===== config.mk =====
export PLATFORM = sky130hd
export DESIGN_NAME = battle_engine
export DESIGN_NICKNAME = d
export VERILOG_FILES = /design/src/rtl/battle_pkg.sv /design/src/rtl/battle_lfsr.sv /design/src/rtl/battle_engine.sv
export SDC_FILE = /design/constraint.sdc
export NUM_CORES = 1
export LEC_CHECK = 0
export BUFFER_PORTS_ARGS = -buffer_cell sky130_fd_sc_hd__buf_4
export CAP_MARGIN = 40
export CORE_MARGIN = 8
export CORE_UTILIZATION = 45
export DETAILED_ROUTE_END_ITERATION = 7
export GPL_TIMING_DRIVEN = 0
export PLACE_DENSITY = 0.7
export SKIP_CTS_REPAIR_TIMING = 1
export SYNTH_ARGS = -nofsm -noshare
export SYNTH_HDL_FRONTEND = slang
export SYNTH_SLANG_ARGS = --single-unit

===== constraint.sdc =====
create_clock -name Clk -period 10.4 [get_ports Clk]
set_input_delay 1.04 -clock Clk [delete_from_list [all_inputs] [get_ports Clk]]
set_output_delay 1.04 -clock Clk [all_outputs]
set_load 0.05 [all_outputs]

===== src/rtl/battle_pkg.sv =====
// rtl/battle_pkg.sv - battle state encoding and USB keycodes shared by the battle engine
package battle_pkg;

    typedef enum logic [3:0] {
        IDLE   = 4'd0,
        LOAD   = 4'd1,
        SELECT = 4'd2,
        ORDER  = 4'd3,
        ATK1   = 4'd4,
        ATK2   = 4'd5,
        CHECK  = 4'd6,
        WIN    = 4'd7,
        LOSE   = 4'd8
    } state_t;

    localparam logic [7:0] KEY_W     = 8'h1A;
    localparam logic [7:0] KEY_A     = 8'h04;
    localparam logic [7:0] KEY_S     = 8'h16;
    localparam logic [7:0] KEY_D     = 8'h07;
    localparam logic [7:0] KEY_ENTER = 8'h28;

endpackage


===== src/rtl/battle_lfsr.sv =====
// rtl/battle_lfsr.sv - 16-bit Galois LFSR enemy move picker, built only with BATTLE_LFSR_AI_EN
`ifdef BATTLE_LFSR_AI_EN
module battle_lfsr #(
    parameter int OUT_W = 2
) (
    input  logic             Clk,
    input  logic             Reset,
    output logic [OUT_W-1:0] rnd
);

    logic [15:0] r_lfsr;

    // Right-shifting Galois form of taps 16,14,13,11
    always_ff @(posedge Clk) begin
        if (Reset) begin
            r_lfsr <= 16'hACE1;
        end else begin
            r_lfsr <= {1'b0, r_lfsr[15:1]} ^ (r_lfsr[0] ? 16'hB400 : 16'h0000);
        end
    end

    assign rnd = r_lfsr[OUT_W-1:0];

endmodule
`endif


===== src/rtl/battle_engine.sv =====
// rtl/battle_engine.sv - turn-based battle controller; BATTLE_LFSR_AI_EN selects LFSR enemy moves
module battle_engine
    import battle_pkg::*;
#(
    parameter int TEAM_SIZE = 3,
    parameter int NUM_MOVES = 4,
    parameter int HP_W      = 8,
    parameter int ID_W      = 3,
    parameter int MOVE_W    = 5,
    parameter int SPD_W     = 8,
    localparam int SLOT_W   = (TEAM_SIZE > 1) ? $clog2(TEAM_SIZE) : 1,
    localparam int MI_W     = $clog2(NUM_MOVES)
) (
    input  logic                        Clk,
    input  logic                        Reset,
    input  logic                        start_battle,
    input  logic [7:0]                  keycode,
    input  logic [TEAM_SIZE*ID_W-1:0]   player_team,
    input  logic [TEAM_SIZE*ID_W-1:0]   enemy_team,
    output logic [ID_W-1:0]             player_id,
    output logic [ID_W-1:0]             enemy_id,
    input  logic [HP_W-1:0]             player_maxhp,
    input  logic [HP_W-1:0]             enemy_maxhp,
    input  logic [SPD_W-1:0]            player_spd,
    input  logic [SPD_W-1:0]            enemy_spd,
    input  logic [NUM_MOVES*MOVE_W-1:0] player_moves,
    input  logic [NUM_MOVES*MOVE_W-1:0] enemy_moves,
    output logic [MOVE_W-1:0]           sel_move_p,
    output logic [MOVE_W-1:0]           sel_move_e,
    output logic                        is_player,
    input  logic [HP_W-1:0]             damage,
    output logic [SLOT_W-1:0]           cur_mon,
    output logic [SLOT_W-1:0]           opp_mon,
    output logic [MI_W-1:0]             move_index,
    output logic [HP_W-1:0]             player_hp,
    output logic [HP_W-1:0]             enemy_hp,
    output logic [3:0]                  state_o,
    output logic                        end_battle,
    output logic                        result
);

    state_t            r_state;
    state_t            w_next;
    logic [7:0]        r_prev_key;
    logic [SLOT_W-1:0] r_load_idx;
    logic [SLOT_W-1:0] r_cur;
    logic [SLOT_W-1:0] r_opp;
    logic [MI_W-1:0]   r_move_idx;
    logic [HP_W-1:0]   r_php [TEAM_SIZE];
    logic [HP_W-1:0]   r_ehp [TEAM_SIZE];
    logic [MOVE_W-1:0] r_sel_p;
    logic [MOVE_W-1:0] r_sel_e;
    logic              r_pfirst;
    logic              r_entry;

    logic              w_press;
    logic              w_enter;
    logic              w_p_attacks;
    logic [HP_W-1:0]   w_att_hp;
    logic [HP_W-1:0]   w_def_hp;
    logic [HP_W-1:0]   w_dmg_hp;
    logic [SLOT_W-1:0] w_p_slot;
    logic [SLOT_W-1:0] w_e_slot;
    logic              w_p_any;
    logic              w_e_any;
    logic [SLOT_W-1:0] w_p_first;
    logic [SLOT_W-1:0] w_e_first;
    logic [MI_W-1:0]   w_ai_idx;

`ifdef BATTLE_LFSR_AI_EN
    battle_lfsr #(
        .OUT_W (MI_W)
    ) u_lfsr (
        .Clk   (Clk),
        .Reset (Reset),
        .rnd   (w_ai_idx)
    );
`else
    assign w_ai_idx = '0;
`endif

    // A held key produces exactly one press, on the cycle its code first appears
    assign w_press = (keycode != r_prev_key) && (keycode != 8'h00);
    assign w_enter = w_press && (keycode == KEY_ENTER);

    assign w_p_attacks = (r_state == ATK2) ? !r_pfirst : r_pfirst;
    assign w_att_hp    = w_p_attacks ? r_php[r_cur] : r_ehp[r_opp];
    assign w_def_hp    = w_p_attacks ? r_ehp[r_opp] : r_php[r_cur];
    assign w_dmg_hp    = (w_def_hp > damage) ? w_def_hp - damage : '0;

    assign w_p_slot  = (r_state == LOAD) ? r_load_idx : r_cur;
    assign w_e_slot  = (r_state == LOAD) ? r_load_idx : r_opp;
    assign player_id = player_team[w_p_slot*ID_W +: ID_W];
    assign enemy_id  = enemy_team[w_e_slot*ID_W +: ID_W];

    // Lowest-index live slot per side; scanning downward leaves the lowest one
    always_comb begin
        w_p_any   = 1'b0;
        w_e_any   = 1'b0;
        w_p_first = '0;
        w_e_first = '0;
        for (int i = TEAM_SIZE - 1; i >= 0; i--) begin
            if (r_php[i] != '0) begin
                w_p_any   = 1'b1;
                w_p_first = SLOT_W'(i);
            end
            if (r_ehp[i] != '0) begin
                w_e_any   = 1'b1;
                w_e_first = SLOT_W'(i);
            end
        end
    end

    always_comb begin
        w_next = r_state;
        case (r_state)
            IDLE:   if (start_battle) w_next = LOAD;
            LOAD:   if (r_load_idx == SLOT_W'(TEAM_SIZE - 1)) w_next = SELECT;
            SELECT: if (w_enter) w_next = ORDER;
            ORDER:  w_next = ATK1;
            ATK1: begin
                if (r_entry) begin
                    if (w_att_hp == '0) w_next = ATK2;
                end else if (w_enter) begin
                    w_next = (w_def_hp == '0) ? CHECK : ATK2;
                end
            end
            ATK2: begin
                if (r_entry) begin
                    if (w_att_hp == '0) w_next = CHECK;
                end else if (w_enter) begin
                    w_next = CHECK;
                end
            end
            CHECK: begin
                if (!w_e_any)      w_next = WIN;
                else if (!w_p_any) w_next = LOSE;
                else               w_next = SELECT;
            end
            WIN:     w_next = IDLE;
            LOSE:    w_next = IDLE;
            default: w_next = IDLE;
        endcase
    end

    always_ff @(posedge Clk) begin
        if (Reset) begin
            r_state    <= IDLE;
            r_prev_key <= 8'h00;
            r_load_idx <= '0;
            r_cur      <= '0;
            r_opp      <= '0;
            r_move_idx <= '0;
            r_sel_p    <= '0;
            r_sel_e    <= '0;
            r_pfirst   <= 1'b0;
            r_entry    <= 1'b0;
            for (int i = 0; i < TEAM_SIZE; i++) begin
                r_php[i] <= '0;
                r_ehp[i] <= '0;
            end
        end else begin
            r_state    <= w_next;
            r_prev_key <= keycode;
            r_entry    <= (w_next != r_state) && ((w_next == ATK1) || (w_next == ATK2));
            case (r_state)
                IDLE: r_load_idx <= '0;
                LOAD: begin
                    r_php[r_load_idx] <= player_maxhp;
                    r_ehp[r_load_idx] <= enemy_maxhp;
                    r_load_idx        <= r_load_idx + 1'b1;
                    if (r_load_idx == SLOT_W'(TEAM_SIZE - 1)) begin
                        r_cur      <= '0;
                        r_opp      <= '0;
                        r_move_idx <= '0;
                    end
                end
                SELECT: begin
                    if (w_press) begin
                        case (keycode)
                            KEY_W: if (int'(r_move_idx) >= 2) r_move_idx <= r_move_idx - MI_W'(2);
                            KEY_S: if (int'(r_move_idx) + 2 < NUM_MOVES) r_move_idx <= r_move_idx + MI_W'(2);
                            KEY_A: if (r_move_idx[0]) r_move_idx <= r_move_idx - MI_W'(1);
                            KEY_D: if (!r_move_idx[0]) r_move_idx <= r_move_idx + MI_W'(1);
                            default: ;
                        endcase
                    end
                end
                ORDER: begin
                    r_sel_p  <= player_moves[r_move_idx*MOVE_W +: MOVE_W];
                    r_sel_e  <= enemy_moves[w_ai_idx*MOVE_W +: MOVE_W];
                    r_pfirst <= (player_spd >= enemy_spd);
                end
                ATK1, ATK2: begin
                    if (r_entry && (w_att_hp != '0)) begin
                        if (w_p_attacks) r_ehp[r_opp] <= w_dmg_hp;
                        else             r_php[r_cur] <= w_dmg_hp;
                    end
                end
                CHECK: begin
                    if ((r_php[r_cur] == '0) && w_p_any) r_cur <= w_p_first;
                    if ((r_ehp[r_opp] == '0) && w_e_any) r_opp <= w_e_first;
                end
                default: ;
            endcase
        end
    end

    assign sel_move_p = r_sel_p;
    assign sel_move_e = r_sel_e;
    assign is_player  = w_p_attacks;
    assign cur_mon    = r_cur;
    assign opp_mon    = r_opp;
    assign move_index = r_move_idx;
    assign player_hp  = r_php[r_cur];
    assign enemy_hp   = r_ehp[r_opp];
    assign state_o    = r_state;
    assign end_battle = (r_state == WIN) || (r_state == LOSE);
    assign result     = (r_state == WIN);

endmodule


==> flow_summary.toml, run 1 <==
[logic_synthesis]
synth_ff_type = "sky130_fd_sc_hd__edfxtp_1"
syn_inst = 556
async_reset_ff_share_pct = 0
postSynthNetCount = 683
synth-warning-count = 0
netlist_area_mm2 = 0.00564
syn_avg_cell_area_um2 = 10.1
synth_enable_flop_cells = 64
ys_types = 58
synthTopCellsByArea = "sky130_fd_sc_hd__edfxtp_1 34%, sky130_fd_sc_hd__dfxtp_1 13%, sky130_fd_sc_hd__mux4_2 6.8%, sky130_fd_sc_hd__nor2_1 5.4%, sky130_fd_sc_hd__ha_1 3.8%"
yosysTopAreaCell = "sky130_fd_sc_hd__edfxtp_1"
ys_seq_elements = 100
yosysSeqAreaShare_pct = 46.9
synth_top_cell_area_share_pct = 34.1

[power_and_ir_drop]
worst_vdd_rail_ir_drop_mv = 0.0759
power_per_cell_area_mw_per_mm2 = 129
p_leak_nw = 3.02

[worst_setup_path]
regToRegStartpoint = "state_o[3]"
worstPathMaxFanout = 10
critical_path_max_stage_delay_ns = 0.49
top_cell_family_by_delay_on_the_critical_path = "compound AO/OA/AOI/OAI gates"
critPathKind = "reg -> reg"
critical_path.reg2reg.endpoint = "r_php[1][1]"
critical_path.endpoint_type = "register"
critical-path-slowest-cell = "sky130_fd_sc_hd__dfxtp_1"
worst-path-buf-inv = 4
worst_r2r_path_depth = 17
worst-endpoint-arrival_ns = 5.01
critical_path.cell_chain = "and4bb_1 -> xnor2_1 -> buf_6 -> inv_1 -> mux2i_1 -> ha_1 -> inv_1 -> fa_1 -> a21o_1 -> a21oi_1 -> nor2_1 -> o311a_1 -> o31ai_1 -> clkbuf_1 -> nor3_1 -> a21oi_1 -> nor2_1"
critPathLaunchType = "register"
worst-r2r-setup-slack_ns = 5.46
critical_path_rt_ns = 10.47

[cells_and_area]
synthToLayoutAreaGrowth_pct = 26.8
finish.net_count = 830
num-fill-cells = 1110
post_route_cells_drive_above_1_share_pct = 26.4
layout.area.seq_mm2 = 0.00264
multi_input_area_mm2 = 0.00271
antenna-diode-count = 0

[placed_design]
place_congestion = 0.913
detailedPlace.worstSlack_ns = 5.54
numPortBuffers = 136
detailed_place_hpwl_um = 12900

[global_route]
grt_max_degree = 18
grt.overflow.total = 0
antenna_found_initial = 0
wire_length_of_the_first_global_routing_pass_um = 24900
grt_pass1_vias = 4820
grt.total_usage_pct = 19.5

[worst_hold_path]
hold_path.class = "reg -> reg"
hold-path-cell-count = 2
worstHoldEndpoint = "sel_move_p[1]"
min_from = "sel_move_p[1]"

[drt]
initialDrtViolationCount = 294
drt_pass1_iterations = 4
wl_um = 15900
final_antenna_net_count = 0
post_drt_via_cell_ratio = 5.41
via_count = 4765
route.detailed.wl_per_inst_um = 18.0
remaining_drc_errors = 0

[clock_network]
htreeDepth = 3
cts_tree = "built"
clock_tree.buffer_depth = 2
clock_sink_count = 100
ctsRootBufferMaster = "sky130_fd_sc_hd__clkbuf_16"
cts_inserted_buffers = 9
latest_clock_arrival_within_the_worst_skew_pair_ns = 0.36
clk_pin_slew_worst_paths_ns = 0.07

[sta]
fin_ws_ns = 5.46
post_route_worst_hold_slack_ns = 0.456
worstMarginPinSlew_ns = 0.864
final.min_clock_period_ns = 4.94
fmax_mhz = 202
timing.max_slew.rel_slack_pct = 42.4
clock_skew_ns = 0.00662
grt_setup_unrepaired = "false"
finalSetupTns_ns = 0
setup-violations-final = 0
final_worst_path_cycle_share_pct = 47.5
slew_viol_final = 0
report.final.hold_viol_count = 0

[flow_run]
drv_cap = 0

[floorplanning]
placeableCoreArea_mm2 = 0.0124
initial_core_utilization_pct = 45.4
design.portCount = 154
die_area_mm2 = 0.0164
placementRows = 41
die_w_um = 128
die_height_um = 128

[run_status]
outcome = "finished, final reports clean"
[worst reg2reg max path: cells and delay by family (launching register included)]
kind,cells,cell delay [ns]
xor+xnor,1,0.31
simple gates,4,0.61
compound gates,5,1.52
flops,1,0.49
buf+inv,4,0.79
mux,1,0.30
fa+ha+maj,2,0.63
[synth_stat cells (all sizes together), types with 2 or more instances]
cell,number
nor2,81
edfxtp,64
nand2,54
inv,46
dfxtp,36
a21oi,33
mux4,21
mux2i,20
nor3,19
ha,17
o21ai,17
nor4,16
clkbuf,15
nor2b,13
xnor2,11
nand3,10
buf,6
nand2b,6
nor3b,6
mux2,5
nand4,5
or3,5
a21o,4
or4,4
a22oi,3
o31a,3
o31ai,3
or2,3
a21boi,2
a31o,2
and2,2
and3,2
nor4b,2
o21a,2
[cells by family after synthesis]
| kind of cell | synth area share [%] |
|---|---|
| adders and majority gates | 4.13 |
| xor gates and xnor gates | 1.86 |
| muxes | 13.4 |
| AOI/OAI and AO/OA | 8.66 |
| DFF | 46.9 |
| buffers and inverters | 5.02 |
| and+or+nand+nor | 20.0 |
[state kept, by name (all words and copies together) (netlist names), 2 cells and up, named ones only]
name and count:
r_load_idx 2, r_prev_key 8, opp_mon 2, r_php 32
r_ehp 32, cur_mon 2, move_index 2, sel_move_p 5
sel_move_e 5, state_o 4
[power breakdown]
group          leakage [nW]  switching, mW  total (mW)  internal [mW]
clock network         0.127          0.153       0.316          0.163
registers             0.934        0.00722       0.442          0.435
logic                  1.96         0.0930       0.160         0.0673
[layout make-up]
type                       instances  area share [%]
timing repair buffer             136            14.3
multi-input combinational        389            37.9
buffer                            21            1.54
clock buffer                       9            3.15
clock inverter                     7           0.718
inverter                          46            2.42
sequential                       100            37.0
tap                              172            3.01
[stage by stage]
step	utilization, %	cell area (um2)	power (mW)	std cells
finish	57.6	7150	0.919	880
global route	57.6	7150	0.955	880
CTS	57.6	7150	0.925	880
detailed placement	55.4	6870	0.610	864
global placement	55.4	6870	0.606	864
floorplan	-	5640	0.544	556
[worst max path at each step]
stage | from | to | slack, ns | cells past startpoint
global placement | state_o[3] | r_php[1][2] | 5.62 | 17
detailed placement | state_o[3] | r_php[1][7] | 5.54 | 17
global route | state_o[3] | r_php[2][6] | 5.10 | 17
finish | state_o[3] | r_php[1][1] | 5.46 | 17
CTS | state_o[3] | r_php[1][7] | 5.51 | 17
floorplan | state_o[0] | r_php[1][7] | 5.80 | 18
[layer usage]
| metal | share of wire [%] | vias up | track usage, % |
|---|---|---|---|
| met5 | 0 | - | 0 |
| met4 | 2.8 | 0 | 9.23 |
| met3 | 7.2 | 27 | 4.95 |
| met2 | 47 | 177 | 31.4 |
| met1 | 43 | 2259 | 24.1 |
| li1 | - | 2302 | - |
[layout by cell type (no fill, tap or decap), types with 3 or more instances in the layout]
cell	instances
sky130_fd_sc_hd__mux4_2	17
sky130_fd_sc_hd__o31ai_1	3
sky130_fd_sc_hd__nand2b_1	6
sky130_fd_sc_hd__nand4_1	5
sky130_fd_sc_hd__edfxtp_1	64
sky130_fd_sc_hd__clkinvlp_4	3
sky130_fd_sc_hd__a21oi_1	33
sky130_fd_sc_hd__clkbuf_1	15
sky130_fd_sc_hd__a22oi_1	3
sky130_fd_sc_hd__xnor2_1	11
sky130_fd_sc_hd__nor2b_1	13
sky130_fd_sc_hd__mux2_4	3
sky130_fd_sc_hd__or2_2	3
sky130_fd_sc_hd__dfxtp_1	36
sky130_fd_sc_hd__nor2_1	81
sky130_fd_sc_hd__o21ai_0	17
sky130_fd_sc_hd__a21o_1	4
sky130_fd_sc_hd__buf_6	3
sky130_fd_sc_hd__or3_1	5
sky130_fd_sc_hd__buf_4	138
sky130_fd_sc_hd__mux2i_1	20
sky130_fd_sc_hd__inv_1	46
sky130_fd_sc_hd__clkbuf_16	9
sky130_fd_sc_hd__nand2_1	54
sky130_fd_sc_hd__mux4_1	4
sky130_fd_sc_hd__nor3_1	18
sky130_fd_sc_hd__nand3_1	10
sky130_fd_sc_hd__nor4_1	16
sky130_fd_sc_hd__ha_1	17
sky130_fd_sc_hd__o31a_1	3
sky130_fd_sc_hd__nor3b_1	6
Power figures use the tool's default switching activity.
==> inputs of run 2 (changes only) <==
==> constraint.sdc (replaced) <==
create_clock -name Clk -period 4.95 [get_ports Clk]
set_input_delay 0.495 -clock Clk [delete_from_list [all_inputs] [get_ports Clk]]
set_output_delay 0.495 -clock Clk [all_outputs]
set_load 0.05 [all_outputs]
==> flow_summary.toml, run 2 (synthesis gave the netlist of run 1 again) <==
[run_status]
outcome = "finished, final reports clean"

[worst_setup_path]
critical_path_rt_ns = 5.03
regToRegStartpoint = "state_o[3]"
critPathLaunchType = "register"
worst_r2r_path_depth = 17
crit_start = "state_o[3]"
critPathKind = "reg -> reg"
worst-endpoint-arrival_ns = 4.67
worstPathMaxFanout = 10
critical_path.endpoint_type = "register"

[global_route]
grt_pass1_vias = 4820
grt_max_degree = 18
antenna_found_initial = 0
grt.overflow.total = 0
grt.total_usage_pct = 19.5
wire_length_of_the_first_global_routing_pass_um = 24900

[worst_hold_path]
min_from = "enemy_moves[0]"
hold_path.class = "in -> reg"
hold-path-cell-count = 3

[floorplanning]
die_area_mm2 = 0.0164
design.portCount = 154
die_w_um = 128
placeableCoreArea_mm2 = 0.0124
placementRows = 41
die_height_um = 128
initial_core_utilization_pct = 45.4

[clock_network]
ctsRootBufferMaster = "sky130_fd_sc_hd__clkbuf_16"
cts_tree = "built"
clock_sink_count = 100
cts_inserted_buffers = 9
clock_tree.buffer_depth = 2
htreeDepth = 3
latest_clock_arrival_within_the_worst_skew_pair_ns = 0.36
clk_pin_slew_worst_paths_ns = 0.07

[placed_design]
detailed_place_hpwl_um = 12900
place_congestion = 0.913
placed_cells = 864
numPortBuffers = 136

[sta]
final_worst_path_cycle_share_pct = 92.6
post_route_worst_hold_slack_ns = 0.388
setup-violations-final = 0
final.min_clock_period_ns = 4.58
fmax_mhz = 218
finalSetupTns_ns = 0
clock_skew_ns = 0.00608
slew_viol_final = 0
grt_setup_unrepaired = "false"
report.final.hold_viol_count = 0
worstMarginPinSlew_ns = 0.857
timing.max_slew.rel_slack_pct = 42.8

[power_and_ir_drop]
power_per_cell_area_mw_per_mm2 = 269
p_leak_nw = 3.03
p_switching_mw = 0.534
clkPwrFrac_pct = 34.4
intPower_mw = 1.40
seq_power_share_pct = 48.0
worst_vdd_rail_ir_drop_mv = 0.159
combPwrFrac_pct = 17.6
power_mw = 1.93
power.share.switching_pct = 27.6

[drt]
wl_um = 15800
post_drt_via_cell_ratio = 5.41
remaining_drc_errors = 0
via_count = 4765
drt_pass1_iterations = 4
final_antenna_net_count = 0
initialDrtViolationCount = 281
route.detailed.wl_per_inst_um = 18.0

[cells_and_area]
instances_no_fill = 880
layout_common_cells = "138 x sky130_fd_sc_hd__buf_4, 81 x sky130_fd_sc_hd__nor2_1, 64 x sky130_fd_sc_hd__edfxtp_1, 54 x sky130_fd_sc_hd__nand2_1, 46 x sky130_fd_sc_hd__inv_1"
antenna-diode-count = 0
post_route_cells_drive_above_1_share_pct = 27.7
layout_commonest_cell = "sky130_fd_sc_hd__buf_4"
synthToLayoutAreaGrowth_pct = 27.5
largestRegisters = "r_ehp: 32 flops, r_php: 32 flops, r_prev_key: 8 flops"
finish.net_count = 830
final_core_utilization_pct = 57.9

[flow_run]
drv_cap = 0
-- run 2: cell types whose count changed in the layout (fill, tap and decap cells not counted), moves of 2 or more --
cell                      delta
sky130_fd_sc_hd__a22oi_2     +2
sky130_fd_sc_hd__a21oi_2     +5
sky130_fd_sc_hd__a21oi_1     -5
sky130_fd_sc_hd__a22oi_1     -2
-- run 2: final timing paths --
| kind | slack, ns | end |
|---|---|---|
| worst min register to register | 0.46 | sel_move_p[1] |
| worst min-delay path | 0.39 | sel_move_e[0] |
| worst max register to register | 0.37 | r_ehp[1][7] |
| worst max-delay path | 0.37 | r_ehp[1][7] |
-- run 2: power by group through the flow --
stage / combinational, mW / clock, mW / sequential [mW]
6_report: 0.340 / 0.665 / 0.929
5_1_grt: 0.368 / 0.713 / 0.931
4_1_cts: 0.337 / 0.679 / 0.929
3_5_place_dp: 0.335 / 0 / 0.947
3_3_place_gp: 0.328 / 0 / 0.945
2_1_floorplan: 0.200 / 0 / 0.943
-- run 2: critical path, cell delays in order (launching register included) --
cell                       delay [ns]
sky130_fd_sc_hd__dfxtp_1         0.49
sky130_fd_sc_hd__and4bb_1        0.28
sky130_fd_sc_hd__xnor2_1         0.32
sky130_fd_sc_hd__buf_6           0.21
sky130_fd_sc_hd__inv_1           0.12
sky130_fd_sc_hd__mux2i_1         0.30
sky130_fd_sc_hd__ha_1            0.23
sky130_fd_sc_hd__inv_1           0.05
sky130_fd_sc_hd__fa_1            0.40
sky130_fd_sc_hd__a21o_1          0.19
sky130_fd_sc_hd__a21oi_1         0.18
sky130_fd_sc_hd__nor2_1          0.10
sky130_fd_sc_hd__o311a_1         0.32
sky130_fd_sc_hd__o31ai_2         0.33
sky130_fd_sc_hd__clkbuf_2        0.30
sky130_fd_sc_hd__nor2_1          0.09
sky130_fd_sc_hd__a22oi_2         0.31
sky130_fd_sc_hd__nor2_1          0.08
-- run 2: layout make-up --
class / count / area [um2]
Buffer: 21 / 111
Clock buffer: 9 / 225
Clock inverter: 7 / 51.3
Fill cell: 1104 / 5230
Inverter: 46 / 173
Multi-Input combinational cell: 389 / 2740
Sequential cell: 100 / 2640
Tap cell: 172 / 215
Timing Repair Buffer: 136 / 1020
-- run 2: layer usage --
layer / GRT usage (%) / vias up / wire [um]
li1: - / 2296 / -
met5: 0 / - / 0
met2: 31.4 / 167 / 7440
met1: 24.1 / 2275 / 6830
met4: 9.23 / 0 / 445
met3: 4.95 / 27 / 1120
-- run 2: stage by stage --
stage | worst slack (ns) | instance area, um2
5_1_grt | 0.0701 | 7180
4_1_cts | 0.0584 | 7150
2_1_floorplan | 0.349 | 5640
6_report | 0.365 | 7180
3_5_place_dp | 0.0904 | 6870
3_3_place_gp | 0.169 | 6870
